===== src/rtl/accum_arbiter.sv =====
// ---------------------------------------------------------------------------
// accum_arbiter
//
// Two requesters share one N-bit accumulator. A round-robin arbiter grants
// the accumulator to one requester. The owner then streams Len samples, each
// qualified by its Valid. The wrapped sum of the burst is reported on Q with
// a one-cycle Done pulse tagged by DoneId. If the owner drops Req mid-burst,
// the burst aborts silently and Q keeps its previous value.
//
// Ports
//   i_clk              clock, all state changes on the rising edge
//   i_reset            asynchronous active-high reset
//   i_req0/i_req1      request, held high for the whole burst
//   i_len0/i_len1      burst sample count, sampled at grant
//   i_data0/i_data1    sample data
//   i_valid0/i_valid1  sample qualifier
//   o_gnt0/o_gnt1      registered grant, one-hot or zero
//   o_q                registered sum of the last completed burst
//   o_done             one-cycle pulse when o_q is updated
//   o_done_id          owner of the burst reported by o_done
// ---------------------------------------------------------------------------
module accum_arbiter #(
  parameter int N = 6,
  parameter int L = 4
) (
  input  logic         i_clk,
  input  logic         i_reset,
  input  logic         i_req0,
  input  logic         i_req1,
  input  logic [L-1:0] i_len0,
  input  logic [L-1:0] i_len1,
  input  logic [N-1:0] i_data0,
  input  logic [N-1:0] i_data1,
  input  logic         i_valid0,
  input  logic         i_valid1,
  output logic         o_gnt0,
  output logic         o_gnt1,
  output logic [N-1:0] o_q,
  output logic         o_done,
  output logic         o_done_id
);

  typedef enum logic [1:0] {
    S_IDLE   = 2'd0,
    S_ACCUM  = 2'd1,
    S_FINISH = 2'd2
  } state_t;

  state_t       r_state;
  logic         r_gnt0;
  logic         r_gnt1;
  logic         r_owner;    // 0 = requester 0, 1 = requester 1
  logic         r_last;     // last-served pointer
  logic [N-1:0] r_acc;
  logic [L-1:0] r_cnt;
  logic [N-1:0] r_q;
  logic         r_done;
  logic         r_done_id;

  // Arbitration: a lone requester wins; on a tie the one not served last wins.
  logic         w_winner;
  logic [L-1:0] w_win_len;
  logic         w_own_req;
  logic         w_own_valid;
  logic [N-1:0] w_own_data;
  logic [N-1:0] w_sum;

  assign w_winner    = (i_req0 & i_req1) ? ~r_last : i_req1;
  assign w_win_len   = w_winner ? i_len1 : i_len0;
  assign w_own_req   = r_owner ? i_req1   : i_req0;
  assign w_own_valid = r_owner ? i_valid1 : i_valid0;
  assign w_own_data  = r_owner ? i_data1  : i_data0;
  // Sum truncates to N bits, so overflow wraps modulo 2^N.
  assign w_sum       = r_acc + w_own_data;

  // NOTE: all state is updated with non-blocking assignments so every
  // register samples the pre-edge values of the others, whatever the order
  // of statements inside this block.
  always_ff @(posedge i_clk or posedge i_reset) begin
    if (i_reset) begin
      r_state   <= S_IDLE;
      r_gnt0    <= 1'b0;
      r_gnt1    <= 1'b0;
      r_owner   <= 1'b0;
      r_last    <= 1'b1;   // requester 0 wins the first tie
      r_acc     <= '0;
      r_cnt     <= '0;
      r_q       <= '0;
      r_done    <= 1'b0;
      r_done_id <= 1'b0;
    end else begin
      // NOTE: Done defaults low every edge; only the completing edge raises
      // it, which makes it a one-cycle pulse without a separate clear path.
      r_done <= 1'b0;

      case (r_state)
        S_IDLE: begin
          if (i_req0 | i_req1) begin
            r_owner <= w_winner;
            r_last  <= w_winner;
            r_gnt0  <= ~w_winner;
            r_gnt1  <= w_winner;
            r_acc   <= '0;
            r_cnt   <= w_win_len;
            // A zero-length burst has nothing to accumulate.
            r_state <= (w_win_len == '0) ? S_FINISH : S_ACCUM;
          end
        end

        S_ACCUM: begin
          if (!w_own_req) begin
            // Abort: drop the grant, leave Q untouched, no Done.
            r_gnt0  <= 1'b0;
            r_gnt1  <= 1'b0;
            r_state <= S_IDLE;
          end else if (w_own_valid) begin
            r_acc <= w_sum;
            if (r_cnt == L'(1)) begin
              r_q       <= w_sum;
              r_done    <= 1'b1;
              r_done_id <= r_owner;
              r_gnt0    <= 1'b0;
              r_gnt1    <= 1'b0;
              r_state   <= S_FINISH;
            end else begin
              r_cnt <= r_cnt - L'(1);
            end
          end
        end

        S_FINISH: begin
          // Grant still held here only for a zero-length burst: report its
          // empty sum now, one edge after the grant.
          if (r_gnt0 | r_gnt1) begin
            r_q       <= r_acc;
            r_done    <= 1'b1;
            r_done_id <= r_owner;
            r_gnt0    <= 1'b0;
            r_gnt1    <= 1'b0;
          end
          r_state <= S_IDLE;
        end

        default: r_state <= S_IDLE;
      endcase
    end
  end

  assign o_gnt0    = r_gnt0;
  assign o_gnt1    = r_gnt1;
  assign o_q       = r_q;
  assign o_done    = r_done;
  assign o_done_id = r_done_id;

endmodule


===== config.mk =====
export PLATFORM = sky130hd
export DESIGN_NAME = accum_arbiter
export DESIGN_NICKNAME = d
export VERILOG_FILES = /design/src/rtl/accum_arbiter.sv
export SDC_FILE = /design/constraint.sdc
export NUM_CORES = 1
export LEC_CHECK = 0
export ABC_AREA = 0
export BUFFER_PORTS_ARGS = -buffer_cell sky130_fd_sc_hd__buf_2
export CAP_MARGIN = 10
export CORE_MARGIN = 2
export CORE_UTILIZATION = 47
export CTS_CLUSTER_SIZE = 24
export DETAILED_ROUTE_END_ITERATION = 16
export PLACE_DENSITY_LB_ADDON = 0.08
export SLEW_MARGIN = 20
export SYNTH_ARGS = -nofsm -noshare
export SYNTH_HDL_FRONTEND = slang
export SYNTH_SLANG_ARGS = --single-unit
export TNS_END_PERCENT = 20

===== constraint.sdc =====
create_clock -name i_clk -period 3.8 [get_ports i_clk]
set_input_delay 0.76 -clock i_clk [delete_from_list [all_inputs] [get_ports i_clk]]
set_output_delay 0.76 -clock i_clk [all_outputs]
set_load 0.02 [all_outputs]

Word-level counts from Yosys, hierarchy flattened --
Cells that the tools add are included.
Word-level totals: bits in registers 24, bits of input ports 26, output and inout bits 10, logic and storage cells 82
Operators by class: $add $sub $neg 2, equal/unequal tests 11, muxes and demuxes 43, bitwise operators 5, reductions and logical operators 11
Operators by type and width (number):
- 6-bit two-way mux | 8
- 6-bit one-hot mux with 2 select lines | 2
- 4-bit two-way mux | 5
- 1-bit two-way mux | 17
- 5-bit AND reduction | 3
- 2-bit inequality test (second input constant) | 6
- 2-bit two-way mux | 5
- 4-bit one-hot mux with 2 select lines | 1
- 6-bit adder | 1
- 3-bit inequality test (second input constant) | 2
- 1-bit one-hot mux with 3 select lines | 2
- 4-bit by 1-bit equality test with 1-bit output (second input constant) | 1
- 4-bit zero test | 1
- 1-bit one-hot mux with 2 select lines | 2
- 2-bit one-hot mux with 2 select lines | 1
- 4-bit AND reduction | 1
- 2-bit nonzero test | 2
- 4-bit by 1-bit subtractor with 4-bit output (second input constant) | 1
- 3-bit AND reduction | 1
- 3-bit nonzero test | 1
- 2-bit by 1-bit equality test with 1-bit output (second input constant) | 1
- 2-bit equality test (second input constant) | 1
- 2-bit zero test | 1
- 1-bit inverter | 2
- 3 further kinds | 4

Depth between registers and ports, before layout --
Gate-level depths: netlist (run 1).
word-level depth 7, depth in mapped cells 9, gate-level depth less buffers 8

Worst setup path before layout (run 1) --
OpenSTA, ideal clock, no wires.
kind in2reg, start input i_data1[0], end register r_q[4], in the netlist o_q[4], setup time 0.077 ns, arrival 2.295 ns, data required time 3.723 ns, path slack 1.428 ns, stages on the path 8, path buffers 0, cell sequence mux2_2 -> ha_1 -> fa_1 -> a21o_1 -> a21oi_1 -> xnor2_1 -> mux2i_1 -> a21oi_1
Between the ends: cells in the longest elaborated chain, start to end 6
Ends and longest elaborated chain:
- start: declaration | line 33 | input logic [N-1:0] i_data1,
- 6-bit two-way mux | line 72 | assign w_own_data = r_owner ? i_data1 : i_data0;
- 6-bit adder | line 74 | assign w_sum = r_acc + w_own_data;
- 6-bit two-way mux | line 118 | if (r_cnt == L'(1)) begin
- 6-bit two-way mux | line 116 | end else if (w_own_valid) begin
- 6-bit two-way mux | line 111 | if (!w_own_req) begin
- 6-bit one-hot mux with 2 select lines | line 96 | case (r_state)
- end signal: assignment | line 119 | r_q <= w_sum;
- end signal: assignment | line 135 | r_q <= r_acc;
- end: declaration | line 56 | logic [N-1:0] r_q;
Every way passes these cells. The select of a mux whose other input is x is not followed. A chain may end at the register's enable or synchronous reset.

Final worst setup path (run 1) --
start register r_owner, end register r_q[4], in the netlist o_q[4]
Between the ends: cells in the longest elaborated chain, start to end 6, elaborated cells between the ends (all ways) 11, classes of those cells 1 x add/sub; 2 x eq/ne; 7 x mux; 1 x reduce/logical
Ends and longest elaborated chain:
- start: declaration | line 52 | logic r_owner;
- start signal: assignment | line 99 | r_owner <= w_winner;
- 6-bit two-way mux | line 72
- 6-bit adder | line 74
- 6-bit two-way mux | line 118
- 6-bit two-way mux | line 116
- 6-bit two-way mux | line 111
- 6-bit one-hot mux with 2 select lines | line 96
Several ways; a longest one is shown, not always the timed one. The select of a mux whose other input is x is not followed.

==> results.txt, run 1 <==
----------------------------------------------------
[Floorplanning]
  Area enclosed by the die boundary ... ~3900 µm²
  Chip width ... 62.1 µm
  Initial core utilization ... 0.484
  Die Height ... 62.1 µm
  Placement Rows ... 21
  Core ar. ... between 3000 and 4000 µm²
  Total I/O pin count ... 36

[Timing]
  Transition time at the pin with the least slew margin ... 0.943 ns
  Final hold viol count ... 0
  Setup_tns ... 0 ns
  RSZ-0062 raised after global routing ... false
  Minimum clock period after layout ... 2.57 ns
  Number of max-slew violations in the final report ... 0
  Clock Skew ... 0.00462 ns
  Post-route clock period utilization ... 0.677
  Number of setup violations in the final report ... 0
  Worst hold slack ... 0.508 ns
  Maximum frequency from static timing analysis ... 0.389 GHz
  Worst max-slew margin expressed relative to the limit ... 0.371

[Critical path]
  Number of buffers and inverters on the critical path ... 0
  Crit path depth ... 8
  Worst path arrival time ... 2.82 ns
  Required time reported for the critical path endpoint ... 4.05 ns
  Start of the worst register-to-register path ... r_owner
  Family with the most delay on the worst path ... flip-flops
  Cell repeated most along the worst path ... a21oi_1
  Delay contributed by the slowest stage of the critical path ... approximately 0.67 ns
  Startpoint kind of the worst setup timing path ... register
  Critical register-to-register path endpoint ... o_q[4]
  CP cell instances ... mux2_2, ha_1, fa_1, a21o_1, a21oi_1, xnor2_1, mux2i_1, a21oi_1
  Reg2reg setup slack ... roughly 1.2 ns
  CP endpoint kind ... register
  Cell with the largest stage delay on the worst path ... dfrtp_1
  Maximum net fanout on the critical path ... 12
  Worst-case reg-to-reg path depth ... 8
  Critical path class ... register to register

[Yosys]
  Leading register cell type out of synthesis ... dfrtp_1
  Area of the mapped netlist ... 1590 µm²
  Average footprint of a synthesized cell ... 10.1 µm²
  Flip-flop and latch count after synthesis ... 24
  Count of flip-flops with a built-in enable after synthesis ... 0
  Top cell types by occurrence after synthesis ... 23 x dfrtp_1, 16 x nand2_1, 12 x o21ai_0
  Biggest area consumer among synthesized cells ... dfrtp_1
  Synthesis Warnings ... 0
  Instance count of the mapped netlist ... 158
  Most common cell in the synthesized netlist ... dfrtp_1
  Area share of the leading cell type in the synthesized netlist ... 0.362
  Distinct cells, synth ... 45
  Net count after synthesis ... just under 200
  Sequential cell area fraction in the yosys report ... 0.379
  Synth async-reset ratio ... 1.00
  Ranking of synthesized cells by area ... dfrtp_1 36%, ha_1 8.7%, mux2i_1 6.3%

[GRT]
  Largest net degree at the start of global routing ... 25
  Combined global-route utilization of all metal layers ... 0.193
  Global-route wire length before repair ... 6.09 mm
  Congestion Overflow GR ... 0
  Initial antenna violation count ... 0
  Number of global-route vias before repair ... 1366

[Routing]
  First DRT Iteration DRCs ... 26
  Detailed-router iteration count before antenna repair ... 4
  Routed WL ... ~3.4 mm
  Via count ... 1313
  Count of antenna-violating nets left after detailed routing ... 0
  Average vias per placed instance ... 5.52
  Post-route DRC ... 0
  Average routed wire per standard cell ... 14.1 µm

[Clocking]
  Clock transition at the register clock pins on the worst setup and hold paths after CTS ... 0.14 ns
  Number of instances resized during post-cts repair ... 0
  CTS tree ... built
  Total number of H-tree levels ... 1
  Number of CTS-inserted buffers ... 3
  Total number of clock tree sinks ... 24
  Clock Tree Buf Depth ... 2
  Clock latency of the later-clocked register in the worst-skew pair ... 0.31 ns
  Clock tree root buffer cell ... clkbuf_4
  Setup repair bufs after CTS ... 0
  Number of hold-repair buffers added at the cts stage ... 0

[Placed design]
  I/O Buffers ... 35
  Post-placement cell area ... 1790 µm²
  Placed wire-length estimate ... between 2 and 3 mm
  Instance count after placement with tap cells included ... 234
  Gpl congestion ... 0.781

[Run status]
  Result of the run ... completed

[Cells and area]
  Number of antenna repair diodes ... 0
  Number of standard cells in the layout, taps in and fillers out ... 238
  Final cell area excluding filler cells ... 1820 µm²
  Net count of the finished layout ... 231
  Growth of design area from synthesis to finish ... 14.7%
  Share of layout cells above drive strength 1 ... 0.292

[Power]
  Power density cells ... around 740 nW/µm²
  Leakage component of the power ... 0.865 nW
  Peak VDD IR ... 332 µV

[Hold path]
  Hold_sp ... o_q[3]
  Min-delay worst type ... register to register
  Depth of the worst hold-timing path ... 1
  Endpoint of the worst hold path ... o_q[3]

[Job]
  Number of max-cap violations ... 0

----------------------------------------------------
==> per-layer routing <==
metal,GRT usage,part of all wire,up-vias
met1,0.237,0.41,656
met5,0,0,-
met3,0.0308,0.033,2
li1,-,-,633
met4,0.0417,0.0057,0
met2,0.356,0.55,22
==> state kept, by name, indices dropped and copies added, names as in the netlist <==
name       cells
r_state        2
o_gnt1         1
o_q            6
o_gnt0         1
r_last         1
r_acc          6
r_cnt          4
r_owner        1
o_done         1
o_done_id      1
==> kinds of logic after synthesis <==
| kind of cell | synth area share |
|---|---|
| AOI/OAI and AO/OA | 0.190 |
| xor gates and xnor gates | 0.0331 |
| adders and majority gates | 0.0992 |
| buffers and inverters | 0.0362 |
| DFF | 0.379 |
| muxes | 0.122 |
| and+or+nand+nor | 0.141 |
==> worst max path at each step <==
stage,startpoint,end,slack (ns)
6_report,r_owner,o_q[4],1.23
2_1_floorplan,i_data1[0],o_q[4],1.43
5_1_grt,r_owner,o_q[4],1.11
3_5_place_dp,i_data1[0],o_q[4],1.20
3_3_place_gp,i_data1[0],o_q[4],1.25
4_1_cts,r_owner,o_q[4],1.23
==> report_power, final <==
part | internal [mW] | total, mW | switching (mW)
clock | 0.0584 | 0.136 | 0.0774
combinational | 0.333 | 0.749 | 0.416
sequential | 0.366 | 0.468 | 0.103
==> through the flow <==
step	worst slack [ns]	total power, mW	util
floorplan	1.43	1.04	-
global placement	1.25	1.19	0.544
detailed placement	1.20	1.23	0.544
CTS	1.23	1.36	0.555
global route	1.11	1.49	0.555
finish	1.23	1.35	0.555
==> layout by cell type (no fill, tap or decap), types with 2 or more instances in the layout <==
cell type,netlist,routed
clkbuf_4,0,3
nor2_1,8,8
nand2_1,16,16
mux2i_1,10,10
o21ai_0,12,12
buf_2,0,35
and2_1,2,2
a21o_1,3,3
o211ai_1,3,3
dfrtp_1,23,23
inv_1,6,6
ha_1,11,11
mux2_2,7,7
or3_1,2,2
xnor2_1,3,3
nand3_1,4,4
a22o_1,4,4
a21oi_1,7,7
xor2_1,3,3
nand2b_1,5,5
==> layout make-up <==
| cell class | instances | area (µm²) |
|---|---|---|
| Multi-Input combinational cell | 123 | 930 |
| Fill cell | 313 | 1460 |
| Sequential cell | 24 | 602 |
| Tap cell | 46 | 57.6 |
| Timing Repair Buffer | 35 | 175 |
| Inverter | 6 | 22.5 |
| Clock buffer | 4 | 36.3 |
Power figures use the tool's default switching activity.
==> run 2, diff against run 1 <==
--- a/config.mk
+++ b/config.mk
@@ -5,7 +5,7 @@
 export SDC_FILE = /design/constraint.sdc
 export NUM_CORES = 1
 export LEC_CHECK = 0
-export ABC_AREA = 0
+export ABC_AREA = 1
 export BUFFER_PORTS_ARGS = -buffer_cell sky130_fd_sc_hd__buf_2
 export CAP_MARGIN = 10
 export CORE_MARGIN = 2
==> constraint.sdc (replaced) <==
create_clock -name i_clk -period 2.5 [get_ports i_clk]
set_input_delay 0.5 -clock i_clk [delete_from_list [all_inputs] [get_ports i_clk]]
set_output_delay 0.5 -clock i_clk [all_outputs]
set_load 0.02 [all_outputs]
==> results.txt, run 2 <==
----------------------------------------------------
[Run status]
  Result of the run ... completed

[Yosys]
  Largest family of logic cells by synthesized area ... simple AND/OR/NAND/NOR gates
  Post-synthesis xor/xnor area fraction ... 0.00479
  Flip-flop and latch count after synthesis ... 24
  Count of flip-flops with a built-in enable after synthesis ... 0
  Distinct cells, synth ... 28
  Average footprint of a synthesized cell ... ~7.3 µm²
  Biggest area consumer among synthesized cells ... dfrtp_1
  Synthesis Warnings ... 0
  Leading register cell type out of synthesis ... dfrtp_1
  Net count after synthesis ... 288
  Most common cell in the synthesized netlist ... nand2_1
  Synthesized-area fraction occupied by ao, oa, aoi and oai cells ... 0.109
  Sequential cell area fraction in the yosys report ... 0.329
  Share of synthesized area spent on multiplexers ... 0
  Ranking of synthesized cells by area ... dfrtp_1 31%, nand2_1 18%, ha_1 7.5%
  Simple logic cell fraction of the synthesized area ... 0.383
  Synth async-reset ratio ... 1.00
  Adder-Cell Fraction of Synth Area ... 0.0862
  Top cell types by occurrence after synthesis ... 88 x nand2_1, 29 x inv_1, 23 x dfrtp_1
  Area share of the leading cell type in the synthesized netlist ... 0.315
  Area of the mapped netlist ... 1830 µm²
  Instance count of the mapped netlist ... 250

[Floorplanning]
  Placement Rows ... 22
  Total I/O pin count ... 36
  Core ar. ... 3690 µm²
  Die Height ... around 66 µm
  Chip width ... 66.4 µm
  Initial core utilization ... 0.496
  Area enclosed by the die boundary ... ~4400 µm²

[Critical path]
  Worst path arrival time ... 2.36 ns
  CP endpoint kind ... register
  CP cell instances ... inv_2, nand2_1, nand2_1, ha_1, fa_1, nand3_1, nand2_1, nand2_1, nand2_1, o21ai_0, nand2_1, nand2_1
  Required time reported for the critical path endpoint ... 2.71 ns
  Family with the most delay on the worst path ... adder cells
  Number of buffers and inverters on the critical path ... 1
  Cell with the largest stage delay on the worst path ... dfrtp_1
  Maximum net fanout on the critical path ... 11
  Startpoint kind of the worst setup timing path ... register
  Cell repeated most along the worst path ... nand2_1
  Critical path class ... register to register
  Delay contributed by the slowest stage of the critical path ... 0.64 ns

[Timing]
  Post-route clock period utilization ... 0.857
  Number of setup violations in the final report ... 0
  RSZ-0062 raised after global routing ... false
  Slack of the critical path ... 0.357 ns
  Clock Skew ... 0.00145 ns
  Worst max-slew margin expressed relative to the limit ... 0.686
  Maximum frequency from static timing analysis ... approximately 0.47 GHz
  Setup_tns ... 0 ns
  Final hold viol count ... 0
  Transition time at the pin with the least slew margin ... 0.471 ns
  Number of max-slew violations in the final report ... 0
  Minimum clock period after layout ... between 2 and 2.5 ns

[Placed design]
  Placed wire-length estimate ... 3.17 mm
  Worst slack at placement ... ~0.37 ns
  Gpl congestion ... 0.926
  I/O Buffers ... 35
  Post-placement cell area ... between 2000 and 2500 µm²

[Routing]
  Average vias per placed instance ... 4.96
  Via count ... 1663
  First DRT Iteration DRCs ... 79
  Average routed wire per standard cell ... 11.9 µm
  Post-route DRC ... 0
  Routed WL ... 3.98 mm
  Detailed-router iteration count before antenna repair ... 4
  Count of antenna-violating nets left after detailed routing ... 0

[Power]
  Switch share ... 0.480
  Total design power ... 2.39 mW
  Cell internal power dissipation ... 1.24 mW
  Leakage component of the power ... 1.19 nW
  Clock power frac ... 0.145
  Share of power burned in combinational logic ... 0.578
  Power dissipated by switching net loads ... roughly 1.1 mW
  Portion of total power attributed to sequential cells ... 0.277
  Power density cells ... 1130 nW/µm²
  Peak VDD IR ... 427 µV

[GRT]
  Initial antenna violation count ... 0
  Number of global-route vias before repair ... 1655
  Met3 demand-to-capacity share in global routing ... 0.0273
  Combined global-route utilization of all metal layers ... 0.207
  Global routing usage on met2 ... 0.378
  Congestion Overflow GR ... 0
  Met1 usage ... 0.251
  Global-route wire length before repair ... roughly 7.1 mm
  Largest net degree at the start of global routing ... 25
  GRT busiest layer ... met2

[Hold path]
  Min-delay worst type ... input pin to async pin

[Clocking]
  Number of CTS-inserted buffers ... 3
  Clock Tree Buf Depth ... 2
  Total number of clock tree sinks ... 24
  CTS tree ... built
  Total number of H-tree levels ... 1
  Number of instances resized during post-cts repair ... 0
  Number of hold-repair buffers added at the cts stage ... 0
  Clock tree root buffer cell ... clkbuf_8
  Setup repair bufs after CTS ... 0
  Clock transition at the register clock pins on the worst setup and hold paths after CTS ... 0.09 ns
  Clock latency of the later-clocked register in the worst-skew pair ... 0.27 ns

[Cells and area]
  Number of fill cells in the layout ... 387
  Share of layout cells above drive strength 1 ... 0.254
  Net count of the finished layout ... 326
  Number of antenna repair diodes ... 0
  Post-route core utilization ... 0.573
  Commonest non-fill, non-tap cells in the layout ... 88 x nand2_1, 35 x buf_2, 29 x inv_1
  Most common cell after layout, fill and taps aside ... nand2_1
  Final cell area excluding filler cells ... 2110 µm²
  Growth of design area from synthesis to finish ... 15.5%

[Job]
  Number of max-cap violations ... 0

----------------------------------------------------
run 2: routing by layer:
| layer | share of wire | vias to the layer above | routed length (µm) |
|---|---|---|---|
| li1 | - | 868 | - |
| met1 | 0.44 | 756 | 1760 |
| met2 | 0.50 | 32 | 2000 |
| met3 | 0.037 | 7 | 149 |
| met4 | 0.018 | 0 | 71 |
| met5 | 0 | - | 0 |
run 2: cells by family (layout without fill, tap and decap cells):
family,count (synthesis),after routing
adders and majority gates,12,12
DFF,24,24
xor gates and xnor gates,1,1
buffers and inverters,36,73
AOI/OAI and AO/OA,34,34
and+or+nand+nor,143,143
run 2: per-stage QoR:
stage	hold WS (ns)	std cells
2_1_floorplan	0.448	250
3_5_place_dp	0.466	331
4_1_cts	0.272	335
5_1_grt	0.291	335
3_3_place_gp	0.460	331
6_report	0.262	335
run 2: worst reg2reg max path: cells and delay by family (launching register included):
family | cells | cell delay [ns]
adders and majority gates | 2 | 0.65
buffers and inverters | 1 | 0.09
DFF | 1 | 0.64
and+or+nand+nor | 8 | 0.57
AOI/OAI and AO/OA | 1 | 0.14
run 2: final timing paths:
| check | startpoint | slack [ns] | depth (start not counted) | end |
|---|---|---|---|---|
| worst max-delay path | r_owner | 0.36 | 12 | o_q[4] |
| worst min-delay path | i_reset | 0.26 | 3 | o_q[3] |
| worst max register to register | r_owner | 0.36 | 12 | o_q[4] |
| worst min register to register | r_last | 0.47 | 2 | r_last |
| max in group asynchronous | i_reset | 1.94 | 3 | r_last |
| min in group i_clk | r_last | 0.47 | 2 | r_last |
run 2: layout make-up:
| type | instances | area [µm²] | area share |
|---|---|---|---|
| well taps | 48 | 60.1 | 0.0284 |
| flip-flops and latches | 24 | 602 | 0.285 |
| multi-input cells | 190 | 1070 | 0.505 |
| inverters | 32 | 123 | 0.0581 |
| repair buffers | 37 | 190 | 0.0900 |
| clock inverters | 1 | 30.0 | 0.0142 |
| clock buffers | 3 | 41.3 | 0.0195 |
run 2: power by group through the flow:
stage,Sequential (mW),Clock [mW],Combinational (mW)
final,0.664,0.347,1.38
after global routing,0.687,0.373,1.58
after CTS,0.667,0.355,1.40
after detailed placement,0.674,0,1.40
after global placement,0.668,0,1.39
after floorplan,0.707,0,1.07
==> run 3, diff against run 2 <==
--- a/config.mk
+++ b/config.mk
@@ -6,13 +6,15 @@
 export NUM_CORES = 1
 export LEC_CHECK = 0
 export ABC_AREA = 1
-export BUFFER_PORTS_ARGS = -buffer_cell sky130_fd_sc_hd__buf_2
 export CAP_MARGIN = 10
+export CORE_ASPECT_RATIO = 0.6
 export CORE_MARGIN = 2
 export CORE_UTILIZATION = 47
 export CTS_CLUSTER_SIZE = 24
 export DETAILED_ROUTE_END_ITERATION = 16
+export DONT_BUFFER_PORTS = 1
 export PLACE_DENSITY_LB_ADDON = 0.08
+export SETUP_SLACK_MARGIN = 0.02
 export SLEW_MARGIN = 20
 export SYNTH_ARGS = -nofsm -noshare
 export SYNTH_HDL_FRONTEND = slang
==> results.txt, run 3 (same netlist as run 2, synthesis figures left out) <==
----------------------------------------------------
[Cells and area]
  Number of fill cells in the layout ... 348
  Number of standard cells in the layout, taps in and fillers out ... 300
  Net count of the finished layout ... 292
  Most common cell after layout, fill and taps aside ... nand2_1
  Number of antenna repair diodes ... 0
  Commonest non-fill, non-tap cells in the layout ... 88 x nand2_1, 29 x inv_1, 23 x dfrtp_1
  Area occupied by registers ... 602 µm²
  Final cell area excluding filler cells ... 1940 µm²
  Multi-input combinational cell area ... 1070 µm²
  Share of layout cells above drive strength 1 ... 0.154
  Growth of design area from synthesis to finish ... 6.30%

[Power]
  Portion of total power attributed to sequential cells ... 0.308
  Power density cells ... 1220 nW/µm²
  Clock power frac ... 0.146
  Share of power burned in combinational logic ... 0.546
  Peak VDD IR ... 532 µV
  Cell internal power dissipation ... 1.20 mW
  Leakage component of the power ... about 1.0 nW
  Power dissipated by switching net loads ... 1.17 mW
  Switch share ... 0.493

[Critical path]
  Cell repeated most along the worst path ... nand2_1
  CP cell instances ... inv_2, nand2_1, nand2_1, ha_1, fa_1, xor2_1, o21ai_0, o21ai_2
  Maximum net fanout on the critical path ... 10
  Worst setup startpoint ... r_owner
  Reg2reg setup slack ... 0.56 ns
  Number of buffers and inverters on the critical path ... 1
  Critical path class ... register to register
  Startpoint kind of the worst setup timing path ... register
  Critical path destination ... o_q[2]
  Worst-case reg-to-reg path depth ... 8
  Family with the most delay on the worst path ... adder cells
  Critical register-to-register path endpoint ... o_q[2]
  Crit path depth ... 8
  CP endpoint kind ... register
  Delay contributed by the slowest stage of the critical path ... 0.42 ns
  Cell with the largest stage delay on the worst path ... fa_1
  Worst path arrival time ... 2.10 ns
  Required time reported for the critical path endpoint ... 2.66 ns
  Start of the worst register-to-register path ... r_owner

[Timing]
  Number of setup violations in the final report ... 0
  Minimum clock period after layout ... 1.94 ns
  Transition time at the pin with the least slew margin ... between 0.4 and 0.5 ns
  Final hold viol count ... 0
  Clock Skew ... 0.00245 ns
  Setup_tns ... 0 ns
  RSZ-0062 raised after global routing ... false
  Post-route clock period utilization ... 0.776
  Number of max-slew violations in the final report ... 0
  Worst max-slew margin expressed relative to the limit ... 0.714
  Maximum frequency from static timing analysis ... ~0.52 GHz

[Clocking]
  Number of hold-repair buffers added at the cts stage ... 0
  Total number of H-tree levels ... 1
  Setup repair bufs after CTS ... 0
  Clock Tree Buf Depth ... 2
  Number of CTS-inserted buffers ... 3
  Total number of clock tree sinks ... 24
  Clock latency of the later-clocked register in the worst-skew pair ... approximately 0.27 ns
  Number of instances resized during post-cts repair ... 0
  Clock tree root buffer cell ... clkbuf_8
  CTS tree ... built
  Clock transition at the register clock pins on the worst setup and hold paths after CTS ... 0.09 ns

[Floorplanning]
  Area enclosed by the die boundary ... 4420 µm²
  Total I/O pin count ... 36
  Core ar. ... 3700 µm²
  Chip width ... around 85 µm
  Initial core utilization ... 0.494
  Placement Rows ... 17
  Die Height ... 52.3 µm

[GRT]
  Number of global-route vias before repair ... 1370
  Combined global-route utilization of all metal layers ... 0.202
  Largest net degree at the start of global routing ... 25
  Global-route wire length before repair ... 6.88 mm
  Congestion Overflow GR ... 0
  Initial antenna violation count ... 0

[Routing]
  Via count ... 1502
  Count of antenna-violating nets left after detailed routing ... 0
  First DRT Iteration DRCs ... 94
  Post-route DRC ... 0
  Average routed wire per standard cell ... 13.6 µm
  Detailed-router iteration count before antenna repair ... 6
  Routed WL ... between 4 and 5 mm
  Average vias per placed instance ... 5.01

[Placed design]
  Gpl congestion ... 0.888
  Instance count after placement with tap cells included ... 296
  I/O Buffers ... 0
  Post-placement cell area ... around 1900 µm²
  Placed wire-length estimate ... 3.24 mm

[Hold path]
  Min-delay worst type ... input pin to async pin

[Run status]
  Result of the run ... completed

[Job]
  Number of max-cap violations ... 0

----------------------------------------------------
==> run 3: cell count changes in the layout (fill, tap and decap cells not counted) <==
cell	delta
buf_2	-35
buf_4	+1
==> run 3: worst min-delay path by stage <==
| stage | startpoint | to | slack [ns] | depth (start not counted) |
|---|---|---|---|---|
| floorplan | r_last | r_last | 0.45 | 2 |
| global placement | i_reset | o_gnt0 | 0.46 | 2 |
| detailed placement | i_reset | o_q[5] | 0.47 | 2 |
| CTS | i_reset | o_q[4] | 0.17 | 2 |
| global route | i_reset | o_q[0] | 0.18 | 2 |
| finish | i_reset | o_gnt1 | 0.16 | 2 |
==> run 3: metrics by stage <==
stage / setup slack (ns) / total power [mW] / hold slack [ns] / util
CTS: 0.551 / 2.38 / 0.166 / 0.525
finish: 0.560 / 2.37 / 0.157 / 0.525
global route: 0.425 / 2.61 / 0.181 / 0.525
global placement: 0.646 / 2.03 / 0.462 / 0.506
floorplan: 0.721 / 1.77 / 0.448 / -
detailed placement: 0.562 / 2.02 / 0.465 / 0.506
==> run 3: worst register-to-register path, cell delays in order (launching register included) <==
cell and delay (ns):
dfrtp_1 0.40, inv_2 0.13, nand2_1 0.08, nand2_1 0.05
ha_1 0.23, fa_1 0.42, xor2_1 0.19, o21ai_0 0.25
o21ai_2 0.09
==> run 3: final cells by class <==
cell class,instances,share of cell area
Multi-Input combinational cell,190,0.549
Timing Repair Buffer,3,0.0116
Sequential cell,24,0.310
Clock inverter,1,0.0155
Inverter,32,0.0631
Tap cell,47,0.0303
Clock buffer,3,0.0212
==> run 3: power by group through the flow <==
stage	Sequential, mW	Combinational, mW	Clock [mW]
2_1_floorplan	0.707	1.07	0
3_3_place_gp	0.737	1.29	0
3_5_place_dp	0.740	1.29	0
4_1_cts	0.734	1.30	0.353
5_1_grt	0.749	1.49	0.368
6_report	0.731	1.30	0.346
==> run 3: per-layer routing <==
metal	global-route usage	wire length (µm)	part of all wire	vias to the layer above
li1	-	-	-	798
met1	0.325	2280	0.56	654
met2	0.260	1400	0.34	46
met3	0.0583	364	0.089	4
met4	0.0397	36	0.0088	0
met5	0	0	0	-
